[src/rtl/spike_enc_pkg.sv]
// Shared types and default sizing for the spike rate encoder.
package spike_enc_pkg;
  localparam int SPK_INPUTS = 8;
  localparam int SPK_WIDTH  = 8;
  localparam int SPK_ADDR_W = 3;
  localparam int SPK_DIV_W  = 8;
  localparam int SPK_LEN_W  = 16;

  typedef enum logic [1:0] {
    IDLE = 2'd0,
    RUN  = 2'd1,
    DONE = 2'd2
  } state_t;
endpackage

[src/rtl/spike_rate_lane.sv]
// One sigma-delta lane: WIDTH-bit phase accumulator, spike is the carry-out
// of acc+intensity (combinational; the top registers it on a tick).
module spike_rate_lane
  import spike_enc_pkg::*;
#(
  parameter int WIDTH = SPK_WIDTH
) (
  input  logic             clk,
  input  logic             reset,
  input  logic             clr,
  input  logic             tick,
  input  logic [WIDTH-1:0] intensity,
  output logic             spike
);

  logic [WIDTH-1:0] acc;
  logic [WIDTH:0]   sum;

  assign sum   = {1'b0, acc} + {1'b0, intensity};
  assign spike = sum[WIDTH];

  always_ff @(posedge clk) begin
    if (reset || clr) begin
      acc <= '0;
    end else if (tick) begin
      acc <= sum[WIDTH-1:0];
    end
  end

endmodule

[src/rtl/spike_rate_encoder.sv]
// Rate-codes INPUTS intensities into one spike vector per timestep (tick every
// step_div+1 cycles); x/x_valid update the cycle after a tick, done ends a frame.
module spike_rate_encoder
  import spike_enc_pkg::*;
#(
  parameter int INPUTS = SPK_INPUTS,
  parameter int WIDTH  = SPK_WIDTH,
  parameter int ADDR_W = SPK_ADDR_W,
  parameter int DIV_W  = SPK_DIV_W,
  parameter int LEN_W  = SPK_LEN_W
) (
  input  logic              clk,
  input  logic              reset,
  input  logic              cfg_we,
  input  logic [ADDR_W-1:0] cfg_addr,
  input  logic [WIDTH-1:0]  cfg_data,
  input  logic [DIV_W-1:0]  step_div,
  input  logic [LEN_W-1:0]  frame_len,
  input  logic              start,
  input  logic              abort,
  output logic [INPUTS-1:0] x,
  output logic              x_valid,
  output logic              busy,
  output logic              done
);

  state_t             state;
  logic [DIV_W-1:0]   div_q;
  logic [DIV_W-1:0]   pre;
  logic [LEN_W-1:0]   len_q;
  logic [LEN_W-1:0]   step_cnt;
  logic [INPUTS-1:0]  spk;
  logic               clr;
  logic               tick;

  assign clr  = (state == IDLE) && start && !abort;
  assign tick = (state == RUN) && !abort && (pre == '0);
  assign busy = (state == RUN);

  // Addresses at or above INPUTS match no lane, so such writes fall away.
  for (genvar i = 0; i < INPUTS; i++) begin : g_lane
    logic [WIDTH-1:0] intensity;

    always_ff @(posedge clk) begin
      if (reset) begin
        intensity <= '0;
      end else if (cfg_we && cfg_addr == ADDR_W'(i)) begin
        intensity <= cfg_data;
      end
    end

    spike_rate_lane #(.WIDTH(WIDTH)) u_lane (
      .clk       (clk),
      .reset     (reset),
      .clr       (clr),
      .tick      (tick),
      .intensity (intensity),
      .spike     (spk[i])
    );
  end

  always_ff @(posedge clk) begin
    if (reset) begin
      state    <= IDLE;
      div_q    <= '0;
      pre      <= '0;
      len_q    <= '0;
      step_cnt <= '0;
      x        <= '0;
      x_valid  <= 1'b0;
      done     <= 1'b0;
    end else begin
      x_valid <= 1'b0;
      done    <= 1'b0;
      case (state)
        IDLE: begin
          if (start && !abort) begin
            div_q    <= step_div;
            len_q    <= frame_len;
            pre      <= step_div;
            step_cnt <= '0;
            x        <= '0;
            state    <= RUN;
          end
        end
        RUN: begin
          if (abort) begin
            x     <= '0;
            state <= IDLE;
          end else if (pre == '0) begin
            pre      <= div_q;
            x        <= spk;
            x_valid  <= 1'b1;
            step_cnt <= step_cnt + LEN_W'(1);
            // frame_len of zero never matches here, which gives free-run.
            if (len_q != '0 && step_cnt + LEN_W'(1) == len_q) begin
              done  <= 1'b1;
              state <= DONE;
            end
          end else begin
            pre <= pre - DIV_W'(1);
          end
        end
        DONE: begin
          if (abort) begin
            x <= '0;
          end
          state <= IDLE;
        end
        default: state <= IDLE;
      endcase
    end
  end

endmodule
[config.mk]
export PLATFORM = sky130hd
export DESIGN_NAME = spike_rate_encoder
export DESIGN_NICKNAME = d
export VERILOG_FILES = /design/src/rtl/spike_enc_pkg.sv /design/src/rtl/spike_rate_lane.sv /design/src/rtl/spike_rate_encoder.sv
export SDC_FILE = /design/constraint.sdc
export NUM_CORES = 1
export LEC_CHECK = 0
export CAP_MARGIN = 0
export CORE_ASPECT_RATIO = 1.25
export CORE_MARGIN = 10
export CORE_UTILIZATION = 30
export CTS_BUF_LIST = sky130_fd_sc_hd__clkbuf_4 sky130_fd_sc_hd__clkbuf_8
export DETAILED_ROUTE_END_ITERATION = 7
export GPL_ROUTABILITY_DRIVEN = 0
export PLACE_DENSITY = 0.48
export SKIP_CTS_REPAIR_TIMING = 1
export SYNTH_ARGS = -nofsm -noshare
export SYNTH_HDL_FRONTEND = slang
export SYNTH_SLANG_ARGS = --single-unit
[constraint.sdc]
create_clock -name clk -period 2 [get_ports clk]
set_input_delay 0.4 -clock clk [delete_from_list [all_inputs] [get_ports clk]]
set_output_delay 0.4 -clock clk [all_outputs]
set_load 0.005 [all_outputs]
Word-level counts from Yosys, hierarchy flattened
Cells that the tools add are included.
{ "totals": {"regBits": 188, "inputBits": 40, "out_inout_bits": 11, "word_cells": 101} }
{ "op_classes": {"add_sub_neg": 10, "n_eq_ne": 16, "n_mux": 20, "n_bitwise": 2, "n_reduce_logical": 29} }
{ "ops": {"columns": ["cell", "count"], "rows": [
  ["$add A8 B8 Y9", 8],
  ["$mux W8", 7],
  ["$mux W16", 3],
  ["$pmux W16 S2", 1],
  ["$pmux W8 S3", 1],
  ["$add A16 B1 Y16 const B", 1],
  ["$eq A16 B16 Y1", 1],
  ["$pmux W8 S2", 1],
  ["$reduce_bool A16 Y1", 1],
  ["$logic_and A1 B1 Y1", 14],
  ["$eq A3 B3 Y1 const B", 4],
  ["$logic_not A8 Y1", 1],
  ["$mux W2", 4],
  ["$reduce_and A4 Y1", 2],
  ["$sub A8 B1 Y8 const B", 1],
  ["$eq A3 B2 Y1 const B", 2],
  ["$ne A3 B2 Y1 const B", 2],
  ["$reduce_and A3 Y1", 2],
  ["$ne A2 B1 Y1 const B", 2],
  ["$ne A2 B2 Y1 const B", 2],
  ["$pmux W2 S2", 1],
  ["$reduce_or A4 Y1", 1],
  ["$eq A3 B1 Y1 const B", 1],
  ["$logic_not A3 Y1", 1],
  ["other kinds (11)", 13]
]} }

Logic depth before layout (Yosys ltp)
{ "logic_depth": {"word_depth": 7, "ltp_mapped": 10, "mapped_depth_nobuf": 9} }

Modules after synthesis
Synthesis repeated with hierarchy kept, for this count alone.
{ "hier_totals": {"cells_unflattened": 1253, "hier_area_um2": 10322.4} }
{ "modules_own_cells": {"columns": ["mod", "instances", "cells_per_inst", "area_each_um2", "seq_area_each_um2"], "rows": [
  ["spike_rate_encoder", 1, 703, 5436.5, 2482.4],
  ["spike_rate_lane at g_lane[0].u_lane ...", 7, 69, 611.8, 160.2],
  ["spike_rate_lane at g_lane[7].u_lane", 1, 67, 603.1, 160.2]
]} }

Worst setup path after synthesis
No wires, ideal clock.
{ "synth_timing": {"path_kind": "register -> register", "from": "register step_cnt[0]", "to": "register state[0]", "setup_ns": 0.137, "t_arrival_ns": 1.915, "t_required_ns": 1.863, "slack_ns": -0.051, "path_stages_with_launch": 8, "path_buffers": 0, "synth_period_minus_slack_ns": 2.051, "cell_sequence": "dfxtp_1 > ha_1 > nand3_2 > nor2_2 > nand4_1 > or3_1 > a221oi_2 > a311oi_1"} }
{ "synth_via": {"elab_chain_len": 5} }
{ "synth_lines": {"columns": ["element", "line", "rtl"], "rows": [
  ["from (decl)", "spike_rate_encoder.sv:31", "logic [LEN_W-1:0] step_cnt;"],
  ["from (signal assigned)", "spike_rate_encoder.sv:94", "step_cnt <= step_cnt + LEN_W'(1);"],
  ["$add A16 B1 Y16", "spike_rate_encoder.sv:96", "if (len_q != '0 && step_cnt + LEN_W'(1) == len_q) begin"],
  ["$eq A16 B16 Y1", "spike_rate_encoder.sv:96", null],
  ["$logic_and A1 B1 Y1", "spike_rate_encoder.sv:96", null],
  ["$ne A3 B2 Y1 (no line)", null, null],
  ["$reduce_and A3 Y1 (no line)", null, null],
  ["to (signal assigned)", "spike_rate_encoder.sv:98", "state <= DONE;"],
  ["to (signal assigned)", "spike_rate_encoder.sv:108", "state <= IDLE;"],
  ["to (signal assigned)", "spike_rate_encoder.sv:110", "default: state <= IDLE;"],
  ["to (decl)", "spike_rate_encoder.sv:27", "state_t state;"]
]} }
No other way between the ends.
A chain may end at the register's enable or synchronous reset.

Final worst setup path
{ "layout_timing": {"from": "register pre[5]", "to": "register g_lane[0].u_lane.acc[6]"} }
{ "layout_via": {"elab_chain_len": 2} }
{ "layout_lines": {"columns": ["element", "line", "rtl"], "rows": [
  ["from (decl)", "spike_rate_encoder.sv:29", "logic [DIV_W-1:0] pre;"],
  ["from (signal assigned)", "spike_rate_encoder.sv:80", "pre <= step_div;"],
  ["from (signal assigned)", "spike_rate_encoder.sv:91", "pre <= div_q;"],
  ["from (signal assigned)", "spike_rate_encoder.sv:101", "pre <= pre - DIV_W'(1);"],
  ["$logic_not A8 Y1", "spike_rate_encoder.sv:37", "assign tick = (state == RUN) && !abort && (pre == '0);"],
  ["$logic_and A1 B1 Y1", "spike_rate_encoder.sv:37", null],
  ["to (signal assigned)", "spike_rate_lane.sv:26", "acc <= sum[WIDTH-1:0];"],
  ["to (decl)", "spike_rate_lane.sv:16", "logic [WIDTH-1:0] acc;"]
]} }
No other way between the ends.

==> reports/metrics.csv <==
metric,value,unit
p_leak,4.87,nW
cts_tree,done,
final-hold-violation-count,0,
p_int,0.00537,W
synth_edf_count,0,
ys.flop_type,dfxtp_1,
period_minus_slack,2.05,ns
grt_pass1_wl,44500,um
ant_nets,0,
fin_area,0.0130,mm2
place_inst,1779,
syn_nets,1367,
rsz0062_at_grt,true,
routedWlPerCell,15.5,um
violations,setup timing,
syn_area,0.00987,mm2
cts_buffer_depth,2,
vias_per_cell,4.86,
max_freq,0.488,GHz
maxSlewViolCount,0,
dpl.hpwl,19200,um
die_x,182,um
core_region_area,0.0326,mm2
holdWs,0.141,ns
die-area,0.0406,mm2
layout-drive-gt1-share,0.229,
switchingPower,0.00205,W
power_frac_comb,0.117,
vias,8897,
yosys.area.top_type_share,0.381,
htreeDepth,4,
avgSynthCellArea,7.88,um2
crit_fanout,8,
antenna_found_initial,0,
grt-ovfl-total,0,
grt_max_degree,87,
hold_path_class,in2reg,
crit_arrival,2.47,ns
p_sw_frac,0.276,
cts_buffers,17,
rows,74,
cts_sinks,188,
port_buffers,50,
relSlewSlack,0.605,
p_total,0.00741,W
place_area,0.0117,mm2
clk_latency,0.49,ns
final_cell_mix,"249 x nand2_1, 161 x dfxtp_1, 152 x a21oi_1",
cts_root_buf,clkbuf_8,
seqPwrFrac,0.521,
worst_slew_pin_slew,0.591,ns
status,"finished, violations left",
cp.required,2.42,ns
ys_seq_area_frac,0.381,
post-route-drc-count,0,
finalNonFillerCells,1832,
p_per_area,572,mW/mm2
start_kind,register,
fin_ws,-0.0500,ns
grt_pass1_vias,8527,
first_pass_iters,5,
start_util,0.303,
worst-setup-path-type,reg2reg,
area_growth,31.3,%
ys_warn_count,0,
async_flop_share,0,
ys_ff_latch,188,
end_kind,register,
nets,1516,
synth_cells,1252,
ios,51,
synth.area.top_cells,"dfxtp_1 38%, nand2_1 10%, a21oi_1 9.0%, ha_1 8.5%, xnor2_1 3.8%",
mostFrequentLayoutCell,nand2_1,
final_util,0.398,
cap_violations,0,
vdd_drop_max,0.348,mV
path_clk_slew,0.11,ns
drt-total-wl,28400,um
die_h,223,um
ys_types,52,
setup-violations-final,9,
track_usage,0.135,
pwr-share-clk,0.363,
min_period_over_period,1.03,
diodes,0,
first_iter_violations,381,
synth_top_cell_by_area,dfxtp_1,
worst_clock_skew,0.0210,ns
-- stage by stage --
| stage | setup TNS, ns | worst slack (ns) |
|---|---|---|
| 6_report | -0.179 | -0.0500 |
| 5_1_grt | -2.35 | -0.114 |
| 4_1_cts | -2.14 | -0.348 |
| 3_5_place_dp | -3.06 | -0.171 |
| 3_3_place_gp | -2.98 | -0.169 |
| 2_1_floorplan | 0 | 0.0442 |
-- kinds of logic after synthesis --
logic type               count (synthesis)  share of synthesized area
adder cells (fa/ha/maj)                 75                      0.101
AO/OA/AOI/OAI                          322                      0.190
buffers and inverters                  129                     0.0515
XOR/XNOR                                59                     0.0524
multiplexers                            11                     0.0115
AND/OR/NAND/NOR                        468                      0.212
flip-flops                             188                      0.381
-- final timing paths --
path | from | endpoint | slack, ns | depth (start not counted)
worst min-delay path | reset | div_q[3] | 0.14 | 2
worst min register to register | g_lane[1].u_lane.acc[5] | g_lane[1].u_lane.acc[5] | 0.46 | 2
worst max register to register | pre[5] | g_lane[0].u_lane.acc[6] | -0.05 | 7
worst max-delay path | pre[5] | g_lane[0].u_lane.acc[6] | -0.05 | 7
-- sequential cells by signal (all words and copies together), names as in the netlist --
register and cells:
done 1, x 8, div_q 8, g_lane.intensity 64, state 2, step_cnt 16, len_q 16, x_valid 1
g_lane.u_lane.acc 64, pre 8
-- cell type report --
type	count	area (um2)
Fill cell	3322	19600
Multi-Input combinational cell	935	6120
Sequential cell	188	3810
Timing Repair Buffer	194	1850
Tap cell	418	523
Clock buffer	18	248
Inverter	65	244
Clock inverter	14	160
-- critical path: stages (launching register included) --
cell and delay (ns):
dfxtp_4 0.37, nor4_4 0.39, nand3b_4 0.15, or3_4 0.43, buf_12 0.17, buf_4 0.14, a211o_1 0.23, a21oi_1 0.11
-- synth_stat cells, types with 2 or more instances --
cell type	count
a21oi_1	177
o21ai_0	53
ha_1	67
buf_1	8
nor2b_1	12
o21bai_1	10
o211ai_1	18
mux2_2	3
a21boi_0	8
or3_1	5
nand2_1	272
nand2b_1	6
nand4_1	5
o21a_1	14
nor4_1	7
buf_2	13
a211oi_1	17
a311oi_1	5
xor2_1	16
mux2i_1	8
or2_2	14
clkbuf_1	42
inv_1	65
xnor2_1	43
nand3b_1	4
nor3b_1	8
or4_1	3
nor4_2	2
nand3_2	2
nand3_1	28
nor2_1	71
a211o_1	8
dfxtp_1	188
and3_1	5
o21ba_2	3
nor3_1	19
fa_1	8
-- per-layer routing --
metal  global-route usage  share of wire  vias up
li1                     -              -     4553
met1                0.169           0.47     4216
met2                0.233           0.49      111
met3               0.0244          0.031       17
met4               0.0302         0.0093        0
met5                    0              0        -
-- power by group through the flow --
| stage | sequential, W | combinational (W) | clock, W |
|---|---|---|---|
| 2_1_floorplan | 0.00394 | 0.000433 | 0 |
| 3_3_place_gp | 0.00394 | 0.000796 | 0 |
| 3_5_place_dp | 0.00394 | 0.000799 | 0 |
| 4_1_cts | 0.00386 | 0.000804 | 0.00279 |
| 5_1_grt | 0.00387 | 0.000949 | 0.00294 |
| 6_report | 0.00386 | 0.000864 | 0.00269 |
Note: power is estimated with default switching activity, not from simulation.
